[src/rtl/uart_rx_pkg.sv]
// uart_rx_pkg: prescale codes, size defaults and the mid-bit edge helper shared by the UART RX sampler
package uart_rx_pkg;
  localparam logic [5:0] PRESC_8  = 6'd8;
  localparam logic [5:0] PRESC_16 = 6'd16;
  localparam logic [5:0] PRESC_32 = 6'd32;
  localparam int EDGE_W_DEF   = 6;
  localparam int MAX_BITS_DEF = 11;
  function automatic logic [5:0] mid_edge(input logic [5:0] p);
    return p >> 1;
  endfunction
endpackage

[src/rtl/uart_rx_edge_bit_counter.sv]
// uart_rx_edge_bit_counter: latched prescale, per-bit oversampling edge counter and saturating bit counter
module uart_rx_edge_bit_counter
  import uart_rx_pkg::*;
#(
  parameter int EDGE_W   = EDGE_W_DEF,
  parameter int MAX_BITS = MAX_BITS_DEF
) (
  input  logic              clk,
  input  logic              rst,
  input  logic [5:0]        prescale,
  input  logic              enable,
  output logic [EDGE_W-1:0] edge_cnt,
  output logic [3:0]        bit_cnt,
  output logic [5:0]        p_lat
);
  logic [5:0] w_p_next;
  logic       w_wrap;
  assign w_p_next = (prescale == PRESC_16 || prescale == PRESC_32) ? prescale : PRESC_8;
  assign w_wrap   = edge_cnt == EDGE_W'(p_lat - 6'd1);
  always_ff @(posedge clk or posedge rst)
    if (rst) begin
      p_lat    <= PRESC_8;
      edge_cnt <= '0;
      bit_cnt  <= '0;
    end else begin
      p_lat    <= enable ? p_lat : w_p_next;
      edge_cnt <= (!enable || w_wrap) ? '0 : edge_cnt + EDGE_W'(1);
      bit_cnt  <= !enable ? '0 : (w_wrap && bit_cnt != 4'(MAX_BITS)) ? bit_cnt + 4'd1 : bit_cnt;
    end
endmodule

[src/rtl/uart_rx_edge_sampler.sv]
// uart_rx_edge_sampler: edge/bit counting plus 3-sample mid-bit majority vote; UART_RX_IN_SYNC_EN adds a 2-flop RX_IN synchronizer exported as rx_sync
module uart_rx_edge_sampler
  import uart_rx_pkg::*;
#(
  parameter int EDGE_W   = EDGE_W_DEF,
  parameter int MAX_BITS = MAX_BITS_DEF
) (
  input  logic              clk,
  input  logic              rst,
  input  logic              RX_IN,
  input  logic [5:0]        prescale,
  input  logic              enable,
  input  logic              data_samp_en,
  output logic [EDGE_W-1:0] edge_cnt,
  output logic [3:0]        bit_cnt,
  output logic              sampled_bit,
`ifdef UART_RX_IN_SYNC_EN
  output logic              rx_sync,
`endif
  output logic              samp_valid
);
  logic [5:0] w_p;
  logic [5:0] w_mid;
  logic       w_rx;
  logic       w_at0;
  logic       w_at1;
  logic       w_at2;
  logic       w_commit;
  logic       w_vote;
  logic       r_s0;
  logic       r_s1;
  logic       r_c0;
  logic       r_c1;
`ifdef UART_RX_IN_SYNC_EN
  logic [1:0] r_sync;
  always_ff @(posedge clk or posedge rst)
    if (rst) r_sync <= 2'b11;
    else     r_sync <= {r_sync[0], RX_IN};
  assign rx_sync = r_sync[1];
  assign w_rx    = r_sync[1];
`else
  assign w_rx = RX_IN;
`endif
  uart_rx_edge_bit_counter #(.EDGE_W(EDGE_W), .MAX_BITS(MAX_BITS)) u_cnt (
    .clk      (clk),
    .rst      (rst),
    .prescale (prescale),
    .enable   (enable),
    .edge_cnt (edge_cnt),
    .bit_cnt  (bit_cnt),
    .p_lat    (w_p)
  );
  assign w_mid    = mid_edge(w_p);
  assign w_at0    = data_samp_en && edge_cnt == EDGE_W'(w_mid - 6'd2);
  assign w_at1    = data_samp_en && edge_cnt == EDGE_W'(w_mid - 6'd1);
  assign w_at2    = data_samp_en && edge_cnt == EDGE_W'(w_mid);
  assign w_commit = w_at2 && r_c1;
  assign w_vote   = (r_s0 & r_s1) | (r_s0 & w_rx) | (r_s1 & w_rx);
  always_ff @(posedge clk or posedge rst)
    if (rst) begin
      r_s0        <= 1'b0;
      r_s1        <= 1'b0;
      r_c0        <= 1'b0;
      r_c1        <= 1'b0;
      sampled_bit <= 1'b1;
      samp_valid  <= 1'b0;
    end else begin
      r_s0        <= w_at0 ? w_rx : r_s0;
      r_s1        <= w_at1 ? w_rx : r_s1;
      r_c0        <= w_at0;
      r_c1        <= w_at1 && r_c0;
      sampled_bit <= w_commit ? w_vote : sampled_bit;
      samp_valid  <= w_commit;
    end
endmodule

[config.mk]
export PLATFORM = sky130hd
export DESIGN_NAME = uart_rx_edge_sampler
export DESIGN_NICKNAME = d
export VERILOG_FILES = /design/src/rtl/uart_rx_pkg.sv /design/src/rtl/uart_rx_edge_bit_counter.sv /design/src/rtl/uart_rx_edge_sampler.sv
export SDC_FILE = /design/constraint.sdc
export NUM_CORES = 1
export LEC_CHECK = 0
export CORE_MARGIN = 8
export CORE_UTILIZATION = 53
export DETAILED_ROUTE_END_ITERATION = 16
export GPL_ROUTABILITY_DRIVEN = 1
export PLACE_DENSITY_LB_ADDON = 0.25
export RECOVER_POWER = 50
export SLEW_MARGIN = 20
export SYNTH_ARGS = -nofsm -noshare
export SYNTH_HDL_FRONTEND = slang
export SYNTH_SLANG_ARGS = --single-unit
export TNS_END_PERCENT = 5
[constraint.sdc]
create_clock -name clk -period 3.2 [get_ports clk]
set_clock_uncertainty 0.05 [all_clocks]
set_input_delay 0.8 -clock clk [delete_from_list [all_inputs] [get_ports clk]]
set_output_delay 0.8 -clock clk [all_outputs]
set_load 0.02 [all_outputs]
==> results of run 1 <==
## layer usage
layer	GRT usage [%]	up-vias	wire length (um)
met3	3.43	4	124
li1	-	557	-
met1	16.7	539	1370
met4	6.39	0	43
met2	23.3	19	1380
met5	0	-	0
## placed cells by master (no fill, tap or decap), types with 4 or more instances in the layout
| cell | instances |
|---|---|
| sky130_fd_sc_hd__a21oi_1 | 7 |
| sky130_fd_sc_hd__clkdlybuf4s50_1 | 19 |
| sky130_fd_sc_hd__dfrtp_1 | 20 |
| sky130_fd_sc_hd__ha_1 | 7 |
| sky130_fd_sc_hd__inv_1 | 9 |
| sky130_fd_sc_hd__nand2_1 | 9 |
| sky130_fd_sc_hd__nand2b_1 | 5 |
| sky130_fd_sc_hd__nand3_1 | 6 |
| sky130_fd_sc_hd__nor2_1 | 13 |
| sky130_fd_sc_hd__o21ai_0 | 4 |
| sky130_fd_sc_hd__xnor2_1 | 15 |
| sky130_fd_sc_hd__xor2_1 | 6 |
## critical path: stages, from the launching register on
cell and delay [ns]:
sky130_fd_sc_hd__dfrtp_1 0.43, sky130_fd_sc_hd__inv_1 0.18, sky130_fd_sc_hd__ha_1 0.30, sky130_fd_sc_hd__nor3b_1 0.41
sky130_fd_sc_hd__and3_1 0.24, sky130_fd_sc_hd__o2111ai_2 0.22, sky130_fd_sc_hd__or4_1 0.53, sky130_fd_sc_hd__a21oi_1 0.15
## registers in the layout, summed over array words and instances, names as in the netlist
name,count
u_cnt.edge_cnt,6
u_cnt.p_lat,6
u_cnt.bit_cnt,4
r_c0,1
r_c1,1
r_s0,1
r_s1,1
samp_valid,1
sampled_bit,1
## cells in the mapped netlist, drive strengths merged (2+ instances only)
| library cell | instances |
|---|---|
| nand2 | 9 |
| o2111ai | 2 |
| mux2 | 3 |
| ha | 7 |
| nand3 | 6 |
| clkbuf | 2 |
| mux2i | 2 |
| dfstp | 2 |
| xor2 | 6 |
| nand2b | 5 |
| inv | 9 |
| xnor2 | 15 |
| or3 | 2 |
| o21ai | 6 |
| buf | 5 |
| nor3 | 3 |
| and3 | 3 |
| or2 | 3 |
| a21oi | 8 |
| dfrtp | 20 |
| nor2 | 13 |
| a22o | 2 |
| or4 | 3 |
## final cells by class
class | count | area [um^2]
sequential | 22 | 553
clock buffer | 4 | 36.3
multi-input combinational | 112 | 793
inverter | 9 | 33.8
fill | 203 | 848
timing repair buffer | 22 | 220
tap | 30 | 37.5
## final timing paths
check | startpoint | to | slack (ns) | cells past startpoint
hold / removal | r_c0 | r_c1 | 0.42 | 1
hold reg to reg | r_c0 | r_c1 | 0.42 | 1
min in group asynchronous | rst | u_cnt.edge_cnt[2] | 1.02 | 2
max in group asynchronous | rst | u_cnt.p_lat[1] | 1.57 | 2
setup reg to reg | u_cnt.p_lat[2] | u_cnt.bit_cnt[3] | 0.63 | 7
setup / recovery | u_cnt.p_lat[2] | u_cnt.bit_cnt[3] | 0.63 | 7
## stage by stage
step	std cells	utilization (%)	total power [mW]	hold slack, ns	setup slack [ns]
3_5_place_dp	195	65.4	0.405	0.394	0.415
2_1_floorplan	150	-	0.369	0.378	0.960
6_report	199	66.4	0.547	0.422	0.626
5_1_grt	199	66.4	0.575	0.452	0.507
4_1_cts	199	66.8	0.554	0.421	0.689
3_3_place_gp	195	65.4	0.399	0.386	0.486
## cell families after synthesis
family / synth area share, %
AND/OR/NAND/NOR: 18.5
AO/OA/AOI/OAI: 14.4
flip-flops: 38.8
XOR/XNOR: 12.9
buffers and inverters: 4.66
adder cells (fa/ha/maj): 6.85
multiplexers: 3.78
## power by group
group	switching, mW	total (mW)	internal, mW
logic	0.0406	0.0851	0.0445
registers	0.0184	0.313	0.295
clock network	0.0799	0.149	0.0695
total	0.139	0.547	0.409
==> results list, run 1 <==
* Status: complete, no violations
- Number of antenna violations at the first check in global routing: 0
- After detailed routing, the number of vias per cell comes to 5.62.
* Grt ovf: 0
* Placed Instance Area: between 0.0015 and 0.002 mm^2
- Via count of the first global-routing pass: approximately 1100
- Total of buffers placed on input and output ports: 22
- Layout net count: 188
- Least-Margin Pin Slew: approximately 0.81 ns
- Counting every sink on the clock net gives 22.
- Wire length of the first global-routing pass: 4970 um
- Width of the die: between 60 and 70 um
* Number of register bits inferred by synthesis: 22
- Minimum clock period after layout: about 2.6 ns
* CTS tree: yes
* Kind of launch point of the worst setup path: flip-flop
- The detail route stage leaves a number of antenna-violating nets equal to 0.
- Post-route setup TNS: 0 ns
- Post-CTS setup buffer count: 0
- In the synthesized netlist the async set-or-reset flop fraction comes to 100%.
- The final number of max-transition violations is 0.
- Post-route cell area: ~0.0017 mm^2
- Y dimension of the die: ~68 um
- CTS max path bufs: 2
- At the end of routability-driven placement, the weighted congestion stood at approximately 0.88.
- Most frequently used flop master after synthesis: sky130_fd_sc_hd__dfrtp_1
* Number of different library cells in the post-synthesis netlist: 40
- The worst hold path belongs to the class reg2reg.
- During I/O placement, the number of pins put on the boundary was 23.
- The floorplan step defined a die boundary enclosing between 0.004 and 0.005 mm^2.
- Summed over all layers, the routed wires come to between 2000 and 3000 um.
- Net count of the mapped netlist: roughly 170
- Post-synthesis instance area: between 0.001 and 0.0015 mm^2
* # DRC: 0
* Number of flops mapped to enable cells by yosys: 0
- Required time of the worst setup path: 3.39 ns
* Worst setup path class: reg2reg
- Area inside the core boundary: roughly 0.0025 mm^2
- Leakage power figure: just under 0.7 nW
- The tree is rooted in a sky130_fd_sc_hd__clkbuf_4.
* Half-perimeter wire length after placement: between 2000 and 2500 um
- Worst VDD drop: 0.290 mV
- Setup violations remaining at the end of the flow were counted as 0.
* Total vias in the final route: 1119
* Area grow syn2layout: 17.6%
- Detailed Routing Iterations Pass 1: 4
* Post-DR wirelength/cell: about 15 um
- Number of CTS-inserted buffers: 3
- Avg Inst Size Synth: between 9 and 10 um^2
- Based on the critical path, the design can be clocked at up to around 390 MHz.
* Total number of placement rows: 18
* Detailed router's first-iteration violation count: between 70 and 80
- Of the cells placed in the final design, the portion with a size suffix greater than 1 is under 10%.
- The number of hold-slack violations in the final timing report is 0.
* Clock latency on the worst-skew pair: around 0.3 ns
- After technology mapping, the gate count stands at 150.
* Maximum number of pins on one net before global-route repair: 23
- Ratio of final minimum period to clock period: just over 80%
* Top cell type's share of synthesized area: 35.1%
* Syn. warnings: 0
* Type of destination of the critical path: flip-flop
- Gates resized during post-CTS repair numbered 0.
* Worst Path Max Fanout: 6
* Reported max-cap violation count: 0
- Data arrival time of the critical path: 2.76 ns
- Cell type with the highest aggregate area in the netlist: sky130_fd_sc_hd__dfrtp_1
- Seq/Total Area, Yosys: 38.8%
* Tot GR Track Use: roughly 14%
* Setup repair after global routing missed its margin: false
* Count of hold buffers inserted by post-cts repair: 0
* Dominant cells by area after synthesis: sky130_fd_sc_hd__dfrtp_1 (35%), sky130_fd_sc_hd__xnor2_1 (9.2%), sky130_fd_sc_hd__ha_1 (6.2%)
* H-Tree Level Count: 1
- The repair_antennas step left the layout with diodes totalling 0.
- Measured against its own limit, the worst slew margin works out to a little under half.
- Power density normalized to cell area: ~330 mW/mm^2
- Clock slew at the register clock pins of the worst setup and hold paths: between 0.1 and 0.15 ns
- Effective utilization at floorplan: ~56%
(Power assumes the default switching activity.)
==> inputs of run 2 (changes only) <==
--- a/config.mk
+++ b/config.mk
@@ -6,7 +6,7 @@
 export NUM_CORES = 1
 export LEC_CHECK = 0
 export CORE_MARGIN = 8
-export CORE_UTILIZATION = 53
+export CORE_UTILIZATION = 48
 export DETAILED_ROUTE_END_ITERATION = 16
 export GPL_ROUTABILITY_DRIVEN = 1
 export PLACE_DENSITY_LB_ADDON = 0.25
==> constraint.sdc (replaced) <==
create_clock -name clk -period 2.3 [get_ports clk]
set_clock_uncertainty 0.05 [all_clocks]
set_input_delay 0.575 -clock clk [delete_from_list [all_inputs] [get_ports clk]]
set_output_delay 0.575 -clock clk [all_outputs]
set_load 0.02 [all_outputs]
==> run 2 against run 1 <==
Highest routed layer unchanged. Via count rose by 7.8%. Core utilization fell by 3.1 points. First-iteration DRC count rose by 53%. Count of clock-buffer cells in the layout fell by 1. Largest cell class unchanged. Sequential share of layout area fell by 1.5 points. Critical path depth fell by 1. Critical endpoint is now r_s0. Flip-flop and latch count did not move.
==> results list, run 2 (synthesized netlist as in run 1, its figures left out) <==
- Y dimension of the die: 70.5 um (+3.9%)
- The final number of max-transition violations was 0 (unchanged).
- Total vias in the final route: 1206 (+7.8%)
* Effective utilization at floorplan: 51.2% (-5.3 points)
- The final wirelength was 3160 um (+8.2%).
- The total of max-cap violations is 0 (unchanged).
* Max Clk Rate: about 450 MHz
- The post-layout net count was 199 (+5.9%).
* Vias per cell: 5.74 (+2.1%)
- Top Ports: 23 (unchanged)
- The combinational share of power was 18.3% (+2.8 points).
* Count of antenna diodes in the layout: 0 (unchanged)
* Clock sink count: 22 (unchanged)
* Power density normalized to cell area: 415 mW/mm^2 (+27%)
- Switching power share of the total: 25.7% (+0.36 points)
- The number of buffers created by CTS was 3 (unchanged).
- Remaining antenna violation count: 0 (unchanged)
- Slowest cell on the critical path: sky130_fd_sc_hd__or4_1
- The internal power contribution is 0.542 mW (+33%).
- Area grow syn2layout: 23.6%
- The total DRC errors in the routed layout came to 0 (unchanged).
* Final Hold Fails: 0 (unchanged)
- After layout, the minimum clock period comes to 2.20 ns.
* Worst VDD drop: 0.344 mV (+19%)
- The fraction of power consumed by sequential logic is 59.0% (+1.8 points).
- The global router's overall resource usage was 13.1% (-0.87 points).
- The die outline width is 70.5 um (+3.9%).
- Clock latency on the worst-skew pair: 0.30 ns (about the same)
- Leaving out fill and tap cells, the most frequent cells in the layout are sky130_fd_sc_hd__clkdlybuf4s50_1 (20), sky130_fd_sc_hd__dfrtp_1 (18), sky130_fd_sc_hd__xnor2_1 (15), sky130_fd_sc_hd__nor2_1 (13), sky130_fd_sc_hd__buf_4 (10).
- Walking the worst path, the cells encountered are clkdlybuf4s50_1, inv_1, or2_1, or4_1, a21oi_2, mux2_1.
* Kind of launch point of the worst setup path: input port
- Number of antenna violations at the first check in global routing: 0 (unchanged)
* Detailed router's first-iteration violation count: 110 (+53%)
- Worst rel slew slack: 19.5% (-26 points)
- Reported net switching power: 0.188 mW (+35%)
- Leakage power figure: 0.728 nW (+5.6%)
- Share of layout cells above drive strength 1: 13.4% (+8.1 points)
- The total of buffers placed on input and output ports was 22 (unchanged).
- The estimated wirelength of the detail-placed design came to 2450 um (+4.6%).
- Total number of placement rows: 19 (+1)
- The post-route cell area was 0.00176 mm^2 (+5.1%).
* H-Tree Level Count: 1 (unchanged)
- Least-Margin Pin Slew: 1.21 ns (+0.395 ns)
- The via count of the first global-routing pass is 1240 (+11%).
* Final Wtd Congestion: 0.875 (-0.39%)
* Ratio of final minimum period to clock period: between 90% and 100%
- Detailed Routing Iterations Pass 1: 4 (unchanged)
* Worst setup path class: in2reg
* CTS tree: yes
- In this run the worst hold path is classified as reg2reg.
- The flow ran to the end, and the final reports show no timing, DRC or antenna violations.
- The required arrival time at the worst endpoint was 2.44 ns (-0.95 ns).
- The data arrival at the endpoint of the critical path was 2.34 ns (-0.42 ns).
* Setup repair after global routing missed its margin: false
- The peak fanout along the critical path is 2 (-4).
- Endpoints failing setup: 0 (unchanged)
- The clock-pin transition on the worst setup and hold timing paths is 0.11 ns (about the same).
- CTS max path bufs: 2 (unchanged)
- STA classifies the critical path endpoint as a flip-flop.
* Cell at the root of the clock tree: sky130_fd_sc_hd__clkbuf_4
- Wire length of the first global-routing pass: 5600 um (+13%)
* Area inside the core boundary: 0.00278 mm^2 (+10%)
* Placed Instance Area: 0.00173 mm^2 (+4.6%)
- The largest net degree at the start of global routing came to 23 (unchanged).
- The area of the die is 0.00497 mm^2 (+7.9%).
* Clock network fraction of design power: 22.7% (-4.6 points)
- The fraction of the core area covered by cells at the end of the flow is 63.2% (-3.1 points).
- Post-DR wirelength/cell: 15.0 um (+2.5%)
- Grt ovf: 0 (unchanged)
* Top Registers: u_cnt.edge_cnt: 6 flops, u_cnt.p_lat: 6 flops, u_cnt.bit_cnt: 4 flops
* Biggest cell delay along the critical path: 0.54 ns (about the same)
- Commonest non-fill, non-tap cell in the layout: sky130_fd_sc_hd__clkdlybuf4s50_1
[run 2: path summary, 6_finish.rpt]
path	start	to	slack, ns	depth (start not counted)
max in group asynchronous	rst	u_cnt.p_lat[1]	0.34	3
setup reg to reg	u_cnt.p_lat[3]	r_s0	0.10	6
hold reg to reg	r_c0	r_c1	0.41	1
setup / recovery	data_samp_en	r_s0	0.10	6
hold / removal	r_c0	r_c1	0.41	1
min in group asynchronous	rst	u_cnt.edge_cnt[2]	1.07	3
[run 2: critical path, delay by kind of cell]
kind	cells	cell delay, ns
buffers and inverters	2	0.52
AO/OA/AOI/OAI	1	0.15
AND/OR/NAND/NOR	2	0.76
multiplexers	1	0.33
[run 2: stage by stage]
step	hold WS (ns)	setup slack [ns]	std cells	TNS [ns]	power, mW
floorplan	0.378	0.0603	150	0	0.514
global placement	0.382	-0.184	206	-0.188	0.568
detailed placement	0.388	-0.225	206	-0.260	0.574
CTS	0.414	0.0507	209	0	0.743
global route	0.447	0.00631	210	0	0.774
finish	0.409	0.101	210	0	0.730
[run 2: layout make-up]
type                    instances  area [um^2]
fillers                       228         1020
multi-input cells             112          810
flip-flops and latches         22          556
repair buffers                 33          299
well taps                      31         38.8
inverters                       9         33.8
clock buffers                   3         22.5
[run 2: power by group through the flow]
stage	logic, mW	registers (mW)	clock network (mW)
after floorplan	0.0769	0.437	0
after global placement	0.131	0.437	0
after detailed placement	0.136	0.438	0
after CTS	0.136	0.431	0.176
after global routing	0.149	0.435	0.190
final	0.133	0.431	0.166
[run 2: repair_timing]
item                       CTS  global route
buffers inserted             0             1
hold endpoints to repair     0             0
resized for setup            0             6
setup endpoints to repair    0             6
hold buffers                 0             0
[run 2: routing by layer]
layer  vias to the layer above  track usage [%]  wire (um)
li1                        579                -          -
met1                       591             16.6       1460
met2                        32             21.8       1490
met3                         4             2.82        178
met4                         0             3.35         32
met5                         -                0          0
==> inputs of run 3 (changes only) <==
--- a/config.mk
+++ b/config.mk
@@ -5,8 +5,9 @@
 export SDC_FILE = /design/constraint.sdc
 export NUM_CORES = 1
 export LEC_CHECK = 0
+export ABC_CLOCK_PERIOD_IN_PS = 2600
 export CORE_MARGIN = 8
-export CORE_UTILIZATION = 48
+export CORE_UTILIZATION = 57
 export DETAILED_ROUTE_END_ITERATION = 16
 export GPL_ROUTABILITY_DRIVEN = 1
 export PLACE_DENSITY_LB_ADDON = 0.25
==> constraint.sdc (replaced) <==
create_clock -name clk -period 2.6 [get_ports clk]
set_clock_uncertainty 0.05 [all_clocks]
set_input_delay 0.65 -clock clk [delete_from_list [all_inputs] [get_ports clk]]
set_output_delay 0.65 -clock clk [all_outputs]
set_load 0.02 [all_outputs]
==> run 3 against run 2 <==
Critical path depth decreased by 5. Cell area decreased by 4.1%. Worst hold slack improved by 0.0096 ns. Combinational power decreased by 18%.
==> results list, run 3 (synthesized netlist as in run 1, its figures left out) <==
- Area inside the core boundary: 0.00243 mm^2 (-13%)
- Post-CTS setup buffer count: 0 (unchanged)
- Leakage power figure: 0.697 nW (-4.4%)
- The mean routed wirelength per cell was 15.8 um (+5.3%).
- PostCTS Resize Cnt: 0 (unchanged)
* Effective utilization at floorplan: 58.5% (+7.3 points)
- Layout net count: 192 (-3.5%)
- The area of the die came to 0.00435 mm^2 (-12%).
* Worst R2R Path Depth: 7 (+1)
* Power density normalized to cell area: 384 mW/mm^2 (-7.5%)
- Total vias in the final route: 1158 (-4.0%)
* Remaining antenna violation count: 0 (unchanged)
- The first-pass GRT wire length is 5390 um (-3.8%).
- Count of hold buffers inserted by post-cts repair: 0 (unchanged)
* Worst R2R End: u_cnt.bit_cnt[3]
* # DRC: 0 (unchanged)
* Top Registers: u_cnt.edge_cnt: 6 flops, u_cnt.p_lat: 6 flops, u_cnt.bit_cnt: 4 flops
- The peak fanout along the critical path was 15 (+13).
* Ratio of final minimum period to clock period: around nine tenths
- The TritonCTS sink count was 22 (unchanged).
* Least-Margin Pin Slew: 1.19 ns (-0.0196 ns)
- The worst setup slack after placement is -0.0574 ns (+0.168 ns).
* Data arrival time of the critical path: 1.67 ns (-0.67 ns)
* Clock latency on the worst-skew pair: 0.30 ns (about the same)
- The final critical-path setup slack was 0.233 ns (+0.132 ns).
* Via count of the first global-routing pass: 1170 (-5.6%)
- The critical path's largest stage delay was 0.70 ns (+0.16 ns).
- The routability congestion estimate from global placement was 0.881 (+0.66%).
* Ordered cell list for the critical path: clkdlybuf4s50_1
* CP Launch Point: u_cnt.edge_cnt[3]
- Last element of the critical path: edge_cnt[3]
- Total wirelength of the detailed-routed design: 3200 um (+1.3%)
* Worst VDD drop: 0.399 mV (+16%)
- In this run the worst hold path is classified as reg2reg.
- Total of buffers placed on input and output ports: 22 (unchanged)
- Width of the die: 66.0 um (-6.4%)
* Worst Path Buf+Inv: 1 (-1)
- Top Ports: 23 (unchanged)
- The flow ran to the end, and the final reports show no timing, DRC or antenna violations.
* Post-route setup TNS: 0 ns (unchanged)
- Clock slew at the register clock pins of the worst setup and hold paths: 0.11 ns (about the same)
- The total number of placement rows was 18 (-1).
- Count of antenna diodes in the layout: 0 (unchanged)
* CTS max path bufs: 2 (unchanged)
- Commonest cells after routing, fill and taps aside: sky130_fd_sc_hd__dfrtp_1 (20), sky130_fd_sc_hd__clkdlybuf4s50_1 (19), sky130_fd_sc_hd__xnor2_1 (15), sky130_fd_sc_hd__nor2_1 (13)
- Logic depth of the worst setup path including buffers: 1 (-5)
* Setup repair after global routing missed its margin: false
- Type of destination of the critical path: output pin
- Commonest non-fill, non-tap cell in the layout: sky130_fd_sc_hd__dfrtp_1
- Minimum clock period after layout: around 2.4 ns
- Relative to the synthesized area, the layout overhead comes to 18.5%.
- The maximum level of the CTS H-tree was 1 (unchanged).
* Cell family with the largest share of critical-path delay: buffers and inverters
* Vias per cell: 5.73 (-0.18%)
* Final Max Tran Viols: 0 (unchanged)
- Endpoints failing setup: 0 (unchanged)
- Y dimension of the die: 66.0 um (-6.4%)
* Detailed router's first-iteration violation count: 61 (-45%)
- Number of antenna violations at the first check in global routing: 0 (unchanged)
- Detailed Routing Iterations Pass 1: 4 (unchanged)
- Kind of launch point of the worst setup path: flip-flop
* Required time of the worst setup path: 1.90 ns (-0.54 ns)
* Reg2Reg Launch Point: u_cnt.p_lat[1]
* Half-perimeter wire length after placement: 2470 um (+0.59%)
- Final Hold Fails: 0 (unchanged)
- Grt ovf: 0 (unchanged)
- Worst rel slew slack: 20.8% (+1.3 points)
* Max Clk Rate: around 420 MHz
* Cell at the root of the clock tree: sky130_fd_sc_hd__clkbuf_4
* Slowest cell on the critical path: sky130_fd_sc_hd__clkdlybuf4s50_1
* Number of CTS-inserted buffers: 3 (unchanged)
- The setup slack of the worst register-to-register path is 0.24 ns (+0.14 ns).
- Fin Hold WS: 0.419 ns (+0.00963 ns)
* Worst setup path class: reg2out
- TritonCTS built the clock tree.
- Reported max-cap violation count: 0 (unchanged)
* Tot GR Track Use: 15.6% (+2.5 points)
- Share of layout cells above drive strength 1: 6.40% (-7.0 points)
- Maximum number of pins on one net before global-route repair: 23 (unchanged)
[run 3: report_power, final]
group          internal [mW]  leakage, nW  switching (mW)
Combinational         0.0569        0.389          0.0523
Clock                 0.0540       0.0138          0.0993
Sequential             0.362        0.294          0.0228
Total                  0.473        0.697           0.174
[run 3: per-layer routing]
metal	part of all wire [%]	GRT usage, %
met5	0	0
met4	1.4	6.40
met3	5.0	2.54
met2	49	26.6
met1	45	19.1
[run 3: worst min-delay path by stage]
stage	slack, ns	cells past startpoint	startpoint	end
2_1_floorplan	0.38	1	r_c0	r_c1
3_3_place_gp	0.38	1	r_c0	r_c1
3_5_place_dp	0.39	1	r_c0	r_c1
4_1_cts	0.41	1	r_c0	r_c1
5_1_grt	0.42	1	r_c0	r_c1
6_report	0.42	1	r_c0	r_c1
[run 3: per-stage QoR]
step           area (um^2)  power (mW)  utilization, %  std cells
2_1_floorplan         1420       0.454               -        150
3_3_place_gp          1680       0.495            69.0        199
3_5_place_dp          1680       0.505            69.0        199
4_1_cts               1700       0.653            70.0        202
5_1_grt               1690       0.679            69.4        202
6_report              1690       0.648            69.4        202
[run 3: cell type report]
type | instances | area [um^2]
multi-input combinational | 112 | 798
fill | 201 | 744
sequential | 22 | 553
timing repair buffer | 26 | 243
tap | 30 | 37.5
inverter | 9 | 33.8
clock buffer | 3 | 22.5
